[src/rtl/stage_write_multi.sv]
// Multi-lane writeback/retire stage: registers a group of LANES instructions
// from memory1, drives per-lane register-file writes and reports the oldest event.
module stage_write_multi #(
    parameter int LANES = 2,
    parameter int XLEN  = 32,
    parameter int CNT_W = 64,
    parameter int EC_W  = 4
) (
    input  logic                    clk_core,
    input  logic                    reset,
    input  logic [LANES-1:0]        mem1_valid,
    input  logic [LANES-1:0]        mem1_exc,
    input  logic [LANES*EC_W-1:0]   mem1_exc_cause,
    input  logic [LANES-1:0]        mem1_flush,
    input  logic [LANES*30-1:0]     mem1_pc,
    input  logic [LANES*5-1:0]      mem1_wb_reg,
    input  logic [LANES*XLEN-1:0]   mem1_dout,
    output logic                    wb_stall,
    input  logic                    csr_kill,
    output logic [LANES-1:0]        wb_we,
    output logic [LANES*5-1:0]      wb_reg,
    output logic [LANES*XLEN-1:0]   wb_data,
    output logic                    wb_valid,
    output logic                    wb_exc,
    output logic [EC_W-1:0]         wb_exc_cause,
    output logic [29:0]             wb_exc_pc,
    output logic                    wb_flush,
    output logic [29:0]             wb_pc,
    output logic [CNT_W-1:0]        instret
);

    logic [LANES-1:0]              valid_q;
    logic [LANES-1:0]              exc_q;
    logic [LANES-1:0]              flush_q;
    logic [LANES-1:0][EC_W-1:0]    cause_q;
    logic [LANES-1:0][29:0]        pc_q;
    logic [LANES-1:0][4:0]         reg_q;
    logic [LANES-1:0][XLEN-1:0]    data_q;
    logic                          ev_q;
    logic [CNT_W-1:0]              instret_q;
    logic [CNT_W-1:0]              instret_d;

    logic [LANES-1:0]              live;
    logic [LANES-1:0]              retire;
    logic [LANES-1:0]              weLanes;
    logic [CNT_W-1:0]              retireCnt;
    logic                          blocked;
    logic                          excHit;
    logic [EC_W-1:0]               excCause;
    logic [29:0]                   excPc;
    logic [29:0]                   evPc;
    logic                          eventNow;
    logic                          stallNow;

    // Lanes younger than the first event are squashed; the youngest writer of a register wins.
    always_comb begin
        blocked   = 1'b0;
        live      = '0;
        for (int i = 0; i < LANES; i++) begin
            live[i] = valid_q[i] & ~blocked;
            if (valid_q[i] & (exc_q[i] | flush_q[i])) blocked = 1'b1;
        end
        retire    = live & ~exc_q;
        weLanes   = '0;
        retireCnt = '0;
        for (int i = 0; i < LANES; i++) begin
            weLanes[i] = retire[i] & (reg_q[i] != 5'd0);
            for (int j = i + 1; j < LANES; j++) begin
                if (retire[j] && (reg_q[j] == reg_q[i])) weLanes[i] = 1'b0;
            end
            retireCnt = retireCnt + CNT_W'(retire[i]);
        end
        excHit   = 1'b0;
        excCause = '0;
        excPc    = '0;
        evPc     = '0;
        for (int i = LANES - 1; i >= 0; i--) begin
            if (live[i] & exc_q[i]) begin
                excHit   = 1'b1;
                excCause = cause_q[i];
                excPc    = pc_q[i];
            end
            if (live[i] & (exc_q[i] | flush_q[i])) evPc = pc_q[i];
        end
        eventNow  = excHit | (|(live & flush_q));
        stallNow  = eventNow & ~ev_q;
        instret_d = (!stallNow && !csr_kill) ? instret_q + retireCnt : instret_q;
    end

    // Kill beats stall; a stalled group holds and is counted only on the edge it leaves.
    always_ff @(posedge clk_core) begin
        if (reset) begin
            valid_q   <= '0;
            ev_q      <= 1'b0;
            instret_q <= '0;
        end else begin
            ev_q      <= eventNow;
            instret_q <= instret_d;
            if (csr_kill) begin
                valid_q <= '0;
            end else if (!stallNow) begin
                valid_q <= mem1_valid;
                exc_q   <= mem1_exc;
                flush_q <= mem1_flush;
                cause_q <= mem1_exc_cause;
                pc_q    <= mem1_pc;
                reg_q   <= mem1_wb_reg;
                data_q  <= mem1_dout;
            end
        end
    end

    assign wb_stall     = stallNow;
    assign wb_we        = weLanes;
    assign wb_reg       = reg_q;
    assign wb_data      = data_q;
    assign wb_valid     = |live;
    assign wb_exc       = excHit;
    assign wb_exc_cause = excCause;
    assign wb_exc_pc    = excPc;
    assign wb_flush     = |(live & flush_q);
    assign wb_pc        = evPc;
    assign instret      = instret_q;

endmodule

[config.mk]
export PLATFORM = sky130hd
export DESIGN_NAME = stage_write_multi
export DESIGN_NICKNAME = d
export VERILOG_FILES = /design/src/rtl/stage_write_multi.sv
export SDC_FILE = /design/constraint.sdc
export NUM_CORES = 1
export LEC_CHECK = 0
export ABC_CLOCK_PERIOD_IN_PS = 17550
export BUFFER_PORTS_ARGS = -buffer_cell sky130_fd_sc_hd__buf_2
export CELL_PAD_IN_SITES_DETAIL_PLACEMENT = 1
export CELL_PAD_IN_SITES_GLOBAL_PLACEMENT = 1
export CORE_UTILIZATION = 37
export CTS_CLUSTER_DIAMETER = 40
export DETAILED_ROUTE_END_ITERATION = 7
export PLACE_DENSITY_LB_ADDON = 0.1
export SYNTH_ARGS = -nofsm -noshare
export SYNTH_HDL_FRONTEND = slang
export SYNTH_SLANG_ARGS = --single-unit
[constraint.sdc]
create_clock -name clk_core -period 17.55 [get_ports clk_core]
set_input_delay 1.755 -clock clk_core [delete_from_list [all_inputs] [get_ports clk_core]]
set_output_delay 1.755 -clock clk_core [all_outputs]
set_load 0.1 [all_outputs]
======== Word-level counts from Yosys, hierarchy flattened ========
Index checks and enable logic that the tools add are counted.
storage, ports and cells
  register bits ........................... 213
  latch bits .............................. 0
  RAM bits ................................ 0
  memory bits (read-only) ................. 0
  input bits .............................. 151
  memories ................................ 0
operators by class
  $add $sub $neg .......................... 2
  multiply operators ...................... 0
  div/mod/pow operators ................... 0
  $lt $le $gt $ge ......................... 0
  eq/ne operators ......................... 1
  shift operators ......................... 0
  multiplexer cells ....................... 10
  bitwise gates (word level) .............. 19
  reduce and logical (&&, ||, !) cells .... 10
operators with widths
  kind                    number
  2-to-1 mux 30 bit       4
  adder 64 x 2 -> 64 bit  1
  nonzero test 5 bit      2
  AND 1 bit               8
  2-to-1 mux 4 bit        2
  OR reduction 2 bit      3
  equality test 5 bit     1
  NOT 1 bit               5
  AND 2 bit               2
  2-to-1 mux 1 bit        4
  OR 1 bit                3
  AND reduction 3 bit     1
  adder 1 x 1 -> 2 bit    1
  logical AND 1 bit       2
  logical NOT 1 bit       2
  NOT 2 bit               1

======== Depth between registers and ports, before layout ========
  depth after elaboration ................. 12
  depth in mapped cells ................... 10

======== Worst setup path before layout ========
Ideal clock, no wire load.
  path kind ............................... input to register
  start ................................... in reset
  end ..................................... reg cause_q[0] (netlist name) (enable)
  setup time .............................. 0.829 ns
  arrival time ............................ 12.061 ns
  required time ........................... 16.721 ns
  path slack .............................. 4.660 ns
  stages on the path ...................... 3
  buffers on the path ..................... 2
  path through ............................ clkbuf_1 > clkbuf_1 > nor3_1
between the ends
  cells in the longest elaborated chain, start to end .. 2
ends and longest elaborated chain
  item                           RTL line  source
  start, declared                10        input logic reset,
  NOT 1 bit (no line)            -
  AND reduction 3 bit (no line)  -
  end signal, assigned           105       cause_q <= mem1_exc_cause;
  end, declared                  35        logic [LANES-1:0][EC_W-1:0] cause_q;
Every way passes these cells.
A chain may end at the register's enable or synchronous reset.

======== Worst setup path after layout ========
  start ................................... reg exc_q[0]
  end ..................................... out wb_pc[19]
between the ends
  cells in the longest elaborated chain, start to end .. 8
ends and longest elaborated chain
  item                    RTL line  source
  start, declared         33        logic [LANES-1:0] exc_q;
  start signal, assigned  103       exc_q <= mem1_exc;
  OR 1 bit *              61, 83
  AND 1 bit *             61, 83
  2-to-1 mux 1 bit        61        if (valid_q[i] & (exc_q[i] | flush_q[i])) blocked = 1'b1;
  NOT 1 bit               60        live[i] = valid_q[i] & ~blocked;
  AND 1 bit               60
  AND 1 bit               83        if (live[i] & (exc_q[i] | flush_q[i])) evPc = pc_q[i];
  2-to-1 mux 30 bit       83
  2-to-1 mux 30 bit *     83
  end, declared           28        output logic [29:0] wb_pc,
Mark *: on every way between the ends. The rest lies on a longest branch, timed or not.

==> summary.md <==
| Metric | Value |
|---|---|
| Outcome | finished, final reports clean |
| Global-route wire length before repair | 42300 um |
| Drt pass-1 iters | 4 |
| Post-Route Setup TNS | 0 ns |
| P_int | 1.06 mW |
| Finished Layout Cells | 1344 |
| Worst Setup Start Kind | flip-flop |
| CTS sink cnt | 213 |
| Final setup viols | 0 |
| Cell count after synthesis | around 650 |
| Most frequent cells after synthesis | 146 x edfxtp_1, 67 x dfxtp_1, 64 x a22o_1 |
| Antenna Nets Post-Route | 0 |
| P&R area growth vs syn | 39.3% |
| H-tree depth | 2 |
| Die width | 154 um |
| Starting Density | between 30% and 40% |
| Post-place setup slack | 12.98 ns |
| Worst path required time | 15.79 ns |
| Num rows | 55 |
| Fmax | roughly 220 MHz |
| Vias in the first global route | 7473 |
| Switch Pwr | 0.385 mW |
| I/O Buffers | 358 |
| CP max FO | 30 |
| Via count | between 7000 and 8000 |
| Initial antenna violation count | 8 |
| Nets | 1181 |
| Count leader, synth | edfxtp_1 |
| Total Power | about 1.4 mW |
| Drt drc | 0 |
| Synthesis warning total | 0 |
| Total gr overflow | 0 |
| PnR worst setup slack | roughly 13 ns |
| Post-CTS Setup Bufs | 0 |
| Reg power frac | 38.9% |
| Mapped Area | 8530 sq um |
| Clock slew at reported path FFs | 0.05 ns |
| Sw Share | 26.6% |
| Clk_lat worst skew | between 0.5 and 0.6 ns |
| Sequential fraction of the synthesis area | between 60 and 70% |
| Post-synth cell types | 52 |
| Post-Syn Nets | slightly above 800 |
| Clock buffer depth | 3 |
| Clk_skew | 0.0244 ns |
| Gpl congestion | between 0.8 and 0.9 |
| CTS root buffer | clkbuf_16 |
| Syn_area_per_cell | between 10 and 15 sq um |
| Synth area leader | edfxtp_1 |
| Yosys top cell area share | 51.4% |
| Arrival @ worst endpoint | 2.80 ns |
| Transition time of the tightest slew-check pin | 1.13 ns |
| Max Cap Viol | 0 |
| Worst slew margin | 24.6% |
| IO Count | about 360 |
| Placed cell count | approximately 1300 |
| Die Area | 23700 sq um |
| Final hold slack | 0.490 ns |
| Cts hold-fix bufs | 0 |
| Cts repair resizes | 0 |
| Share of synthesized registers carrying an async set or reset | 0% |
| Crit Path Category | reg2out |
| Wire length per cell | 20.6 um |
| Die Y | roughly 150 um |
| DP HPWL | 20000 um |
| Unrepaired setup endpoints after global routing | no |
| Power Dens Cells | roughly 120 nW/um^2 |
| Drt via density | 5.28 |
| WL final | 27700 um |
| Global-route usage over all layers | a little under a quarter |
| Total CTS buffers | 36 |
| CP endpoint kind | output port |
| Combinational share of power | 10.8% |
| Largest net degree at the start of global routing | between 90 and 100 |
| Share of layout cells above drive strength 1 | 42.4% |
| Clock power share | between 50% and 60% |
| CTS tree | done |
| Period Utilization, post-route | 26.0% |
| Hold/Removal Path Class | reg2reg |
| Final hold violations | 0 |
| Worst vdd rail ir drop | 0.101 mV |
| Post-synth EDFFs | 146 |
| Ys flop type | edfxtp_1 |
| P_leak | roughly 4.9 nW |
| Synth Register Bits | 213 |
| Top post-synthesis cells by area | edfxtp_1 51%, dfxtp_1 16%, a22o_1 6.6% |
| Core ar. | between 20000 and 25000 sq um |
| DRT iter0 DRCs | ~340 |
| Minimum clock period | 4.56 ns |
| Max Transition Viols Final | 0 |
[worst max-delay path: stages (launching register included)]
cell and delay (ns):
edfxtp_1 0.42, o21ai_1 0.53, nand2_1 0.17, nor2_2 0.11, buf_4 0.34, a22o_1 0.26
buf_2 0.45
[power groups by stage]
| stage | clock network (mW) | registers [mW] | logic, mW |
|---|---|---|---|
| 3_5_place_dp | 0 | 0.574 | 0.157 |
| 6_report | 0.729 | 0.564 | 0.156 |
| 4_1_cts | 0.743 | 0.564 | 0.157 |
| 2_1_floorplan | 0 | 0.633 | 0.0640 |
| 3_3_place_gp | 0 | 0.573 | 0.155 |
| 5_1_grt | 0.760 | 0.565 | 0.161 |
[final cells by class]
cell class | count | area (sq um)
fill | 2434 | 10800
sequential | 213 | 5730
multi-input combinational | 410 | 2700
timing repair buffer | 365 | 1840
clock buffer | 42 | 955
tap | 285 | 357
clock inverter | 23 | 292
antenna | 4 | 10.0
inverter | 2 | 7.51
[placed cells by master (no fill, tap or decap), types with 3 or more instances in the layout]
| master | Yosys | layout |
|---|---|---|
| a21oi_1 | 40 | 40 |
| a22o_1 | 64 | 64 |
| and2_1 | 4 | 4 |
| and3_1 | 6 | 6 |
| buf_2 | 1 | 358 |
| buf_4 | 1 | 7 |
| bufinv_16 | 0 | 6 |
| clkbuf_1 | 24 | 4 |
| clkbuf_16 | 0 | 37 |
| clkinv_1 | 0 | 3 |
| clkinv_2 | 0 | 5 |
| clkinvlp_4 | 0 | 3 |
| dfxtp_1 | 67 | 67 |
| diode_2 | 0 | 4 |
| edfxtp_1 | 146 | 146 |
| inv_6 | 0 | 4 |
| nand2_1 | 32 | 32 |
| nand3_1 | 31 | 31 |
| nand4_1 | 25 | 25 |
| nand4_2 | 4 | 4 |
| nor2_1 | 41 | 40 |
| nor2b_1 | 4 | 4 |
| nor3_1 | 11 | 10 |
| nor3_2 | 2 | 3 |
| nor4_1 | 3 | 3 |
| o21ai_0 | 31 | 31 |
| o31ai_1 | 9 | 9 |
| or2_2 | 3 | 3 |
| or3_1 | 27 | 27 |
| or4_1 | 11 | 11 |
| xnor2_1 | 10 | 10 |
| xor2_1 | 19 | 19 |
[per-layer routing]
layer  routed length [um]  track usage [%]  share of wire (%)
met3                 1930             7.30                7.0
met5                   23                0              0.083
met4                  903             10.5                3.3
met1                10200             24.6                 37
met2                14600             42.2                 53
[through the flow]
step	utilization, %	cell area (sq um)
2_1_floorplan	-	8530
3_3_place_gp	47.0	10600
3_5_place_dp	47.0	10600
4_1_cts	52.5	11900
5_1_grt	52.5	11900
6_report	52.5	11900
[final timing paths]
| kind | startpoint | endpoint | slack, ns | depth (start not counted) |
|---|---|---|---|---|
| setup reg to reg | exc_q[0] | instret[60] | 13.80 | 10 |
| hold / removal | instret[43] | instret[43] | 0.49 | 2 |
| hold reg to reg | instret[43] | instret[43] | 0.49 | 2 |
| setup / recovery | exc_q[0] | wb_pc[19] | 12.99 | 6 |
[cells by family (layout without fill, tap and decap cells)]
group	after synthesis	count (layout)	synth area share, %
fa+ha+maj	2	2	0.381
other cells	0	4	0
simple gates	221	221	15.2
compound gates	155	155	12.6
flops	213	213	67.1
xor+xnor	29	29	2.98
buf+inv	29	432	1.35
mux	3	3	0.367
No activity file was read; power rests on OpenSTA's default activity.
